`src/rtl/imem_loader.sv`:
```
// -----------------------------------------------------------------------------
// imem_loader
//
// Loads a program image into the instruction memory before the CPU runs.
// Bytes come in on a valid/ready stream. Each group of four bytes is packed
// big-endian into a 32-bit word: the first byte lands in [31:24] and the
// fourth in [7:0]. The word is then written through the memory's cs/wr/rd
// port, one word per write, at consecutive word addresses starting at
// BASE_ADDR. The read strobe is never used here. The instruction unit reads
// the image back later, after the CPU leaves reset.
//
// Parameters
//   ADDR_W     byte-address width of the instruction memory
//   BASE_ADDR  byte address of the first word written (word aligned)
//   MAX_WORDS  upper bound on the words written in one load
//
// Ports
//   clk         system clock; all state changes on the rising edge
//   reset       synchronous, active-high
//   start       begin a load; only looked at while idle
//   load_len    number of words to load; captured together with start
//   byte_valid  byte_in carries a valid byte
//   byte_in     stream byte
//   byte_ready  loader takes a byte this cycle (valid & ready = transfer)
//   im_cs       instruction memory chip select
//   im_wr       instruction memory write strobe
//   im_rd       instruction memory read strobe (tied low)
//   im_addr     byte address of the current write
//   im_din      word being written
//   busy        high from the accepted start until the done pulse
//   done        one-cycle pulse after the last write (or straight away if
//               the length is zero)
//   word_count  words written in the current or most recent load
// -----------------------------------------------------------------------------
module imem_loader #(
    parameter int                ADDR_W    = 12,
    parameter logic [ADDR_W-1:0] BASE_ADDR = '0,
    parameter int                MAX_WORDS = 1024
) (
    input  logic              clk,
    input  logic              reset,
    input  logic              start,
    input  logic [10:0]       load_len,
    input  logic              byte_valid,
    input  logic [7:0]        byte_in,
    output logic              byte_ready,
    output logic              im_cs,
    output logic              im_wr,
    output logic              im_rd,
    output logic [ADDR_W-1:0] im_addr,
    output logic [31:0]       im_din,
    output logic              busy,
    output logic              done,
    output logic [10:0]       word_count
);

    typedef enum logic [1:0] {
        IDLE    = 2'd0,
        COLLECT = 2'd1,
        WRITE   = 2'd2,
        FINISH  = 2'd3
    } state_t;

    localparam logic [10:0]       MAX_LEN   = 11'(MAX_WORDS);
    localparam logic [ADDR_W-1:0] WORD_STEP = ADDR_W'(4);

    state_t      state, state_next;
    logic [10:0] len;        // clamped length captured at start
    logic [1:0]  byte_idx;   // position of the next byte inside the word
    logic [10:0] len_clamped;
    logic        byte_xfer;
    logic        last_word;

    // Oversized requests are cut down to the memory capacity. This also
    // stops a load from wrapping round and writing one address twice.
    assign len_clamped = (load_len > MAX_LEN) ? MAX_LEN : load_len;
    assign byte_xfer   = (state == COLLECT) && byte_valid;
    assign last_word   = ((word_count + 11'd1) == len);

    // ------------------------------------------------------------------
    // State and datapath registers
    // ------------------------------------------------------------------
    // NOTE: sequential state uses non-blocking (<=) assignments only. Every
    // register then takes the value from before the edge, whatever order
    // the statements are written in.
    always_ff @(posedge clk) begin
        if (reset) begin
            state      <= IDLE;
            im_addr    <= BASE_ADDR;
            im_din     <= '0;
            word_count <= '0;
            len        <= '0;
            byte_idx   <= '0;
        end else begin
            state <= state_next;
            unique case (state)
                IDLE: begin
                    if (start) begin
                        len        <= len_clamped;
                        im_addr    <= BASE_ADDR;
                        word_count <= '0;
                        byte_idx   <= '0;
                    end
                end
                COLLECT: begin
                    // Shifting left puts the first byte of the group at
                    // [31:24] once all four bytes have arrived.
                    if (byte_xfer) begin
                        im_din   <= {im_din[23:0], byte_in};
                        byte_idx <= byte_idx + 2'd1;
                    end
                end
                WRITE: begin
                    // The address wraps naturally at 2**ADDR_W.
                    im_addr    <= im_addr + WORD_STEP;
                    word_count <= word_count + 11'd1;
                end
                FINISH: begin
                    // word_count and im_addr hold until the next start.
                end
                default: ;
            endcase
        end
    end

    // ------------------------------------------------------------------
    // Next-state logic
    // ------------------------------------------------------------------
    // NOTE: state_next gets its default before the case statement. Every
    // path through the block then assigns it, so no latch is inferred.
    always_comb begin
        state_next = state;
        unique case (state)
            IDLE: begin
                if (start) begin
                    state_next = (len_clamped == 11'd0) ? FINISH : COLLECT;
                end
            end
            COLLECT: begin
                if (byte_xfer && (byte_idx == 2'd3)) begin
                    state_next = WRITE;
                end
            end
            WRITE: begin
                state_next = last_word ? FINISH : COLLECT;
            end
            FINISH: begin
                state_next = IDLE;
            end
            default: state_next = IDLE;
        endcase
    end

    // ------------------------------------------------------------------
    // Outputs decoded from the registered state
    // ------------------------------------------------------------------
    // These depend only on the state register. They are therefore glitch
    // free, and they take their reset values in the cycle after reset.
    always_comb begin
        byte_ready = 1'b0;
        im_cs      = 1'b0;
        im_wr      = 1'b0;
        busy       = 1'b0;
        done       = 1'b0;
        unique case (state)
            IDLE: ;
            COLLECT: begin
                byte_ready = 1'b1;
                busy       = 1'b1;
            end
            WRITE: begin
                im_cs = 1'b1;
                im_wr = 1'b1;
                busy  = 1'b1;
            end
            FINISH: begin
                done = 1'b1;
                busy = 1'b1;
            end
            default: ;
        endcase
    end

    assign im_rd = 1'b0;

endmodule

```
`config.mk`:
```
export PLATFORM = sky130hd
export DESIGN_NAME = imem_loader
export DESIGN_NICKNAME = d
export VERILOG_FILES = /design/src/rtl/imem_loader.sv
export SDC_FILE = /design/constraint.sdc
export NUM_CORES = 1
export LEC_CHECK = 0
export ABC_AREA = 1
export CAP_MARGIN = 15
export CORE_UTILIZATION = 52
export DETAILED_ROUTE_END_ITERATION = 8
export PLACE_DENSITY = 0.85
export SLEW_MARGIN = 5
export SYNTH_ARGS = -nofsm -noshare
export SYNTH_HDL_FRONTEND = slang
export SYNTH_SLANG_ARGS = --single-unit
```
`constraint.sdc`:
```
create_clock -name clk -period 5.08 [get_ports clk]
set_clock_uncertainty 0.2 [all_clocks]
set_input_delay 0.762 -clock clk [delete_from_list [all_inputs] [get_ports clk]]
set_output_delay 0.762 -clock clk [all_outputs]
set_load 0.005 [all_outputs]
```
; Yosys cells after proc, flatten, opt, wreduce, memory -nomap -nowiden
; Cells that the tools add are included.
[totals]
output_inout_bits = 61
ff_bits = 70
word_cells = 47
in_bits = 23
[op_classes]
reduce_logical = 12
n_lt_le_gt_ge = 1
muxes = 17
n_addsub = 3
n_eq_ne = 8
[ops]
columns = cell, count
row1 = case mux 12 bit (2 select lines), 1
row2 = 2-to-1 mux 11 bit, 2
row3 = case mux 11 bit (2 select lines), 1
row4 = adder 12 x 3 -> 12 bit (second input constant), 1
row5 = 2-to-1 mux 12 bit, 1
row6 = 2-to-1 mux 2 bit, 6
row7 = adder 11 x 1 -> 11 bit (second input constant), 1
row8 = == test 11 bit, 1
row9 = greater-than comparator 11 bit (second input constant), 1
row10 = zero test 11 bit, 1
row11 = case mux 2 bit (4 select lines), 1
row12 = AND reduction 2 bit, 4
row13 = == test 2 bit (second input constant), 3
row14 = 2-to-1 mux 1 bit, 4
row15 = inequality test 2 bit (second input constant), 2
row16 = case mux 2 bit (2 select lines), 1
row17 = nonzero test 2 bit, 2
row18 = AND reduction 3 bit, 1
row19 = OR reduction 3 bit, 1
row20 = adder 2 x 1 -> 2 bit (second input constant), 1
row21 = == test 2 x 1 -> 1 bit (second input constant), 1
row22 = logical AND 1 bit, 2
row23 = zero test 2 bit, 1
row24 = inequality test 2 x 1 -> 1 bit (second input constant), 1

; Depth between registers and ports, before layout
; Gate-level depths: netlist of run 1.
[depth]
word_depth = 6
mapped_depth = 12
ltp_nobuf = 11

; Worst setup path before layout of run 1
; Ideal clock, no wire load.
[synth_timing]
kind = reg-to-output
start = register state[1]
end = output port im_wr
slack_ns = 3.108
stages_incl_launch_ff = 5
arrival_ns = 1.010
t_required_ns = 4.118
n_path_buf = 2
cell_sequence = dfxtp_1 > nand2_1 > inv_2 > clkbuf_1 > buf_4
[synth_via]
elab_chain_len = 2
[synth_lines]
columns = element, line
row1 = from (decl), 67  ; state_t state, state_next;
row2 = from (signal assigned), 95  ; state <= state_next;
row3 = == test 2 bit, -
row4 = 2-to-1 mux 1 bit, -
row5 = to (decl), 48  ; output logic im_wr,
; No other way between the ends.

; Worst setup path after layout of run 1
[layout_timing]
start = register state[1]
end = output port im_cs
[layout_via]
elab_chain_len = 2
[layout_lines]
columns = element, line
row1 = == test 2 bit, 165  ; unique case (state)
row2 = 2-to-1 mux 1 bit, 165
row3 = to (decl), 47  ; output logic im_cs,
; No other way between the ends.

==> results of run 1 <==
==> synthesized netlist by cell type <==
cell type and n:
o31ai_1 1, buf_2 4, buf_4 4, a21oi_2 1, or2_2 1, nand2_1 82
a221oi_1 2, nand3_1 33, nor2_1 89, inv_1 40, nand4_1 3, o211ai_1 1
nor2_4 3, clkbuf_1 14, nor3_1 3, o21ai_0 40, nand2_4 1, nor2_2 3
a211oi_1 11, conb_1 1, ha_1 3, nand3b_1 1, inv_2 6, a21oi_1 33
o21bai_2 1, buf_1 1, o21ai_1 6, dfxtp_1 68
==> logic make-up after synthesis <==
group,count (synthesis)
adders and majority gates,3
and+or+nand+nor,219
other,1
AOI/OAI and AO/OA,96
buffers and inverters,69
DFF,68
==> worst paths after layout <==
| check | endpoint | slack [ps] | cells after the start |
|---|---|---|---|
| setup reg to reg | im_din[23]$_SDFFE_PP0P_ | 2930 | 8 |
| hold reg to reg | byte_idx[0]$_SDFFE_PP0P_ | 270 | 1 |
| setup / recovery | im_cs | 2290 | 3 |
| hold / removal | byte_idx[0]$_SDFFE_PP0P_ | 270 | 1 |
==> per-stage QoR <==
stage                     setup slack [ps]  instance area, um2
final                                 2290                4210
after global routing                  2210                4210
after CTS                             2290                4210
after detailed placement              2260                3950
after global placement                2300                3950
after floorplan                       3110                3140
==> sequential cells by signal, summed over array words and instances (netlist names) <==
name        count
im_din         32
len            11
word_count     11
im_addr        10
byte_idx        2
state           2
==> metal layers <==
metal,part of all wire,up-vias,global-route usage
met5,0,-,0
met4,0.021,0,0.122
met3,0.086,16,0.0811
met2,0.48,121,0.437
met1,0.42,1487,0.318
li1,-,1619,-
==> power by group through the flow <==
stage | clock network [W] | registers (W) | logic [W]
2_1_floorplan | 0 | 0.000600 | 0.0000973
3_3_place_gp | 0 | 0.000602 | 0.000183
3_5_place_dp | 0 | 0.000602 | 0.000187
4_1_cts | 0.000590 | 0.000592 | 0.000189
5_1_grt | 0.000614 | 0.000596 | 0.000211
6_report | 0.000585 | 0.000592 | 0.000189
==> layout make-up <==
type                       instances  share of cell area
multi-input combinational        321               0.356
sequential                        68               0.324
timing repair buffer              83               0.196
inverter                          46              0.0410
clock inverter                     7              0.0330
clock buffer                       9              0.0294
tap                               72              0.0214
==> flow_metrics.py, run 1 <==
metrics = {
    "synth": {
        "ys_types": 28,
        "synthAdderAreaFrac": 0.0120,
        "synth_mux_area_frac": 0,
        "postSynthAreaPerCell_um2": 6.87,
        "yosysWarningCount": 0,
        "synthCells": 456,
        "ys_ff_latch": 68,
        "synth-simple-area-share": 0.293,
        "synth.top_cell.area_share": 0.435,
        "synth_top_family_by_area": "simple AND/OR/NAND/NOR gates",
        "synth_compound_area_frac": 0.169,
        "synth_xor_area_frac": 0,
        "syn_area_um2": 3130,
        "yosys.area.top_type": "dfxtp_1",
        "synth_area_leaders": "dfxtp_1, nor2_1, nand2_1",
        "yosysSeqAreaShare": 0.435,
    },
    "cts": {
        "cts_hold_buf": 0,
        "root_buffer": "clkbuf_8",
        "cts_made_buffers": 9,
        "cts_tree": "yes",
        "post_cts_buffers": 0,
        "cts_sinks": 68,
        "clockBufferDepth": 2,
        "clk_latency_ps": 350,
        "path_clk_slew_ps": 80,
        "cts_resized": 0,
        "h-tree-depth": 3,
    },
    "cells_and_area": {
        "final_cell_mix": "nor2_1, nand2_1, clkdlybuf4s50_1, dfxtp_1",
        "diodes": 0,
        "multi_input_area_um2": 1500,
        "layout-drive-gt1-share": 0.0655,
        "final_util": 0.746,
        "sequential_cell_area_um2": 1360,
        "finalNetCount": 555,
        "fillerInstances": 444,
        "final_common_cell": "nor2_1",
        "area_growth_pct": 34.4,
        "fin_cells": 606,
    },
    "worst_setup_path": {
        "slowest_delay_ps": 580,
        "crit_family": "buffers and inverters",
        "cp.arrival_ps": 1830,
        "critPathKind": "flip-flop to primary output",
        "cp_cell_sequence": "nand2_1 -> inv_2 -> clkdlybuf4s50_1",
        "crit_slowest_cell": "clkdlybuf4s50_1",
        "crit_start": "state[1]$_SDFFE_PP0P_",
        "cp_num_buf_inv": 2,
        "startpoint_type": "flip-flop",
        "crit_path_max_fanout": 23,
        "r2r-start": "state[0]$_SDFFE_PP0P_",
        "cp-end-kind": "primary output",
        "worstPathRequired_ps": 4120,
    },
    "power": {
        "powerDensity_nw_per_um2": 325,
        "combPwrFrac": 0.138,
        "p_int_w": 0.00103,
        "leakage_nw": 1.71,
        "vdd_drop_max_uv": 227,
        "pwr-share-seq": 0.433,
        "clockPowerShare": 0.428,
        "swShare": 0.244,
        "power_switching_w": 0.000333,
        "total_power_w": 0.00137,
    },
    "floorplanning": {
        "dieArea_um2": 6330,
        "die_y_um": 79.6,
        "start_util": 0.555,
        "fp.dieW_um": 79.6,
        "io_pins": 84,
        "coreArea_um2": 5640,
        "num_rows": 27,
    },
    "route": {
        "vias_per_cell": 5.35,
        "remaining_drc_errors": 0,
        "routedWlPerCell_um": 13.1,
        "first_pass_iters": 6,
        "ant_nets": 0,
        "drtIter0Drc": 272,
        "vias": 3243,
        "routed_wl_um": 7960,
    },
    "job": {
        "cap_violations": 0,
    },
    "timing": {
        "fmax_mhz": 359,
        "hold_viol": 0,
        "tns_ps": 0,
        "rsz0062_at_grt": "no",
        "slew_violations": 0,
        "setup_viol": 0,
        "slew_headroom": 0.400,
        "worst_pin_slew_ps": 898,
        "whs_ps": 270,
        "period_minus_slack_ps": 2790,
        "min_period_over_period": 0.549,
    },
    "global_route": {
        "grt_pass1_wl_um": 13300,
        "grt_max_degree": 41,
        "antenna_found_initial": 0,
        "grt_overflow_total": 0,
        "track_usage": 0.267,
        "grt_pass1_vias": 2947,
    },
    "place": {
        "gp_congestion": 0.862,
        "dp_cells": 590,
        "portBuffers": 80,
        "dpl.hpwl_um": 5430,
    },
    "min_path": {
        "hold_class": "flip-flop to flip-flop",
        "hold_start": "byte_idx[0]$_SDFFE_PP0P_",
    },
    "outcome": {
        "status": "complete, no violations",
    },
}
(Power assumes the default switching activity.)
==> run 2, diff against run 1 <==
--- a/config.mk
+++ b/config.mk
@@ -7,9 +7,9 @@
 export LEC_CHECK = 0
 export ABC_AREA = 1
 export CAP_MARGIN = 15
-export CORE_UTILIZATION = 52
+export CORE_UTILIZATION = 44
 export DETAILED_ROUTE_END_ITERATION = 8
-export PLACE_DENSITY = 0.85
+export PLACE_DENSITY = 0.77
 export SLEW_MARGIN = 5
 export SYNTH_ARGS = -nofsm -noshare
 export SYNTH_HDL_FRONTEND = slang
==> constraint.sdc (replaced) <==
create_clock -name clk -period 2.5 [get_ports clk]
set_clock_uncertainty 0.2 [all_clocks]
set_input_delay 0.375 -clock clk [delete_from_list [all_inputs] [get_ports clk]]
set_output_delay 0.375 -clock clk [all_outputs]
set_load 0.005 [all_outputs]
==> run 2 against run 1 <==
Clock power grew 74%. Count of clock-buffer cells in the layout is the same. Sequential power grew 100%. Largest cell class unchanged. First-iteration DRC count shrank 53%. Design area grew 0.51%. Global-route usage shrank 4.2 points. Core utilization shrank 13 points.
==> flow_metrics.py, run 2 (synthesis gave the netlist of run 1 again) <==
metrics = {
    "cts": {
        "cts_tree": "yes",
        "cts_made_buffers": 9,
        "post_cts_buffers": 0,
        "clockBufferDepth": 2,
        "cts_resized": 0,
        "h-tree-depth": 3,
        "path_clk_slew_ps": 80,
        "clk_latency_ps": 350,
        "cts_sinks": 68,
        "cts_hold_buf": 0,
        "root_buffer": "clkbuf_8",
    },
    "worst_setup_path": {
        "slowest_delay_ps": 550,
        "crit_slowest_cell": "clkdlybuf4s50_1",
        "r2r-start": "word_count[0]$_SDFFE_PP0P_",
        "cp_cell_sequence": "nand2_1 -> inv_2 -> clkdlybuf4s50_1",
        "r2r_cells": 9,
        "crit_path_max_fanout": 13,
        "rrSetupSlack_ps": 410,
        "r2r-end": "state[1]$_SDFFE_PP0P_",
        "worstPathRequired_ps": 1920,
        "startpoint_type": "flip-flop",
        "cp.arrival_ps": 1720,
        "critPathKind": "flip-flop to primary output",
        "crit_family": "buffers and inverters",
        "cp-end-kind": "primary output",
        "cp_num_buf_inv": 2,
    },
    "route": {
        "routed_wl_um": 7990,
        "first_pass_iters": 5,
        "routedWlPerCell_um": 12.6,
        "remaining_drc_errors": 0,
        "ant_nets": 0,
        "drtIter0Drc": 128,
        "vias_per_cell": 5.00,
        "vias": 3167,
    },
    "cells_and_area": {
        "top_regs": "im_din: 32 flops, len: 11 flops, word_count: 11 flops",
        "largest_reg_flops": 32,
        "final_common_cell": "nor2_1",
        "layout-drive-gt1-share": 0.0725,
        "final_cell_area_um2": 4230,
        "max_flop_register": "im_din",
        "sequential_cell_area_um2": 1360,
        "area_growth_pct": 35.1,
        "fillerInstances": 627,
        "multi_input_area_um2": 1500,
        "diodes": 0,
        "finalNetCount": 559,
        "final_cell_mix": "nor2_1, nand2_1, clkdlybuf4s50_1, dfxtp_1",
    },
    "floorplanning": {
        "io_pins": 84,
        "num_rows": 30,
        "start_util": 0.458,
        "dieArea_um2": 7460,
        "die_y_um": 86.4,
        "fp.dieW_um": 86.4,
        "coreArea_um2": 6830,
    },
    "power": {
        "powerDensity_nw_per_um2": 619,
        "leakage_nw": 1.70,
        "vdd_drop_max_uv": 446,
    },
    "place": {
        "place_area_um2": 4010,
        "gp_congestion": 0.870,
        "dpl.hpwl_um": 5580,
        "portBuffers": 80,
    },
    "min_path": {
        "hold_class": "flip-flop to flip-flop",
        "whs_path_depth": 1,
        "min_to": "byte_idx[0]$_SDFFE_PP0P_",
        "hold_start": "byte_idx[0]$_SDFFE_PP0P_",
    },
    "global_route": {
        "grt_max_degree": 35,
        "grtUsageMet3": 0.0619,
        "grtUsageMet1": 0.277,
        "grt_pass1_vias": 2863,
        "grt_pass1_wl_um": 13200,
        "grt_overflow_total": 0,
        "track_usage": 0.225,
        "grt_util_met2": 0.369,
        "grt_busiest_layer": "met2",
        "antenna_found_initial": 0,
    },
    "job": {
        "cap_violations": 0,
    },
    "timing": {
        "period_minus_slack_ps": 2290,
        "fmax_mhz": 437,
        "setup_viol": 0,
        "whs_ps": 275,
        "hold_viol": 0,
        "worst_pin_slew_ps": 957,
        "min_period_over_period": 0.916,
        "slew_headroom": 0.361,
        "tns_ps": 0,
        "slew_violations": 0,
        "rsz0062_at_grt": "no",
    },
    "outcome": {
        "status": "complete, no violations",
    },
}
run 2: cell types whose count changed in the layout (fill, tap and decap cells not counted):
cell and change:
bufinv_16 -2, buf_4 +4, clkinvlp_4 +3, inv_6 +1
clkinv_2 -2
run 2: worst max-delay path by stage:
stage,start,to,slack [ps],depth (start not counted)
6_report,state[1]$_SDFFE_PP0P_,im_cs,210,3
5_1_grt,state[1]$_SDFFE_PP0P_,im_cs,100,3
4_1_cts,state[1]$_SDFFE_PP0P_,im_cs,190,3
3_5_place_dp,byte_valid,im_din[15]$_SDFFE_PP0P_,350,6
3_3_place_gp,byte_valid,im_din[30]$_SDFFE_PP0P_,420,6
2_1_floorplan,word_count[0]$_SDFFE_PP0P_,state[1]$_SDFFE_PP0P_,770,11
run 2: worst register-to-register path: cells and delay by family (launching register included):
kind / cells / cell delay [ps]
flip-flops: 1 / 470
AO/OA/AOI/OAI: 1 / 130
adder cells (fa/ha/maj): 1 / 350
AND/OR/NAND/NOR: 7 / 880
run 2: cell type report:
| cell class | instances | share of cell area |
|---|---|---|
| repair buffers | 87 | 0.202 |
| multi-input cells | 321 | 0.354 |
| clock inverters | 7 | 0.0237 |
| clock buffers | 9 | 0.0293 |
| flip-flops and latches | 68 | 0.322 |
| well taps | 96 | 0.0284 |
| inverters | 46 | 0.0408 |
run 2: metrics by stage:
| stage | setup slack, ps | utilization | total power [W] | std cells |
|---|---|---|---|---|
| final | 210 | 0.619 | 0.00262 | 634 |
| after global routing | 104 | 0.619 | 0.00273 | 634 |
| after CTS | 195 | 0.619 | 0.00263 | 634 |
| after detailed placement | 350 | 0.586 | 0.00162 | 618 |
| after global placement | 423 | 0.586 | 0.00161 | 618 |
| after floorplan | 773 | - | 0.00142 | 458 |
run 2: metal layers:
layer | vias up | part of all wire
met2 | 115 | 0.46
met1 | 1419 | 0.45
met4 | 0 | 0.018
li1 | 1621 | -
met5 | - | 0
met3 | 12 | 0.070
run 2: report_power, final:
group	switching [W]	leakage, nW	total (W)	internal [W]
Combinational	0.000203	1.04	0.000393	0.000190
Sequential	0.0000496	0.555	0.00120	0.00115
Clock	0.000456	0.102	0.00102	0.000566
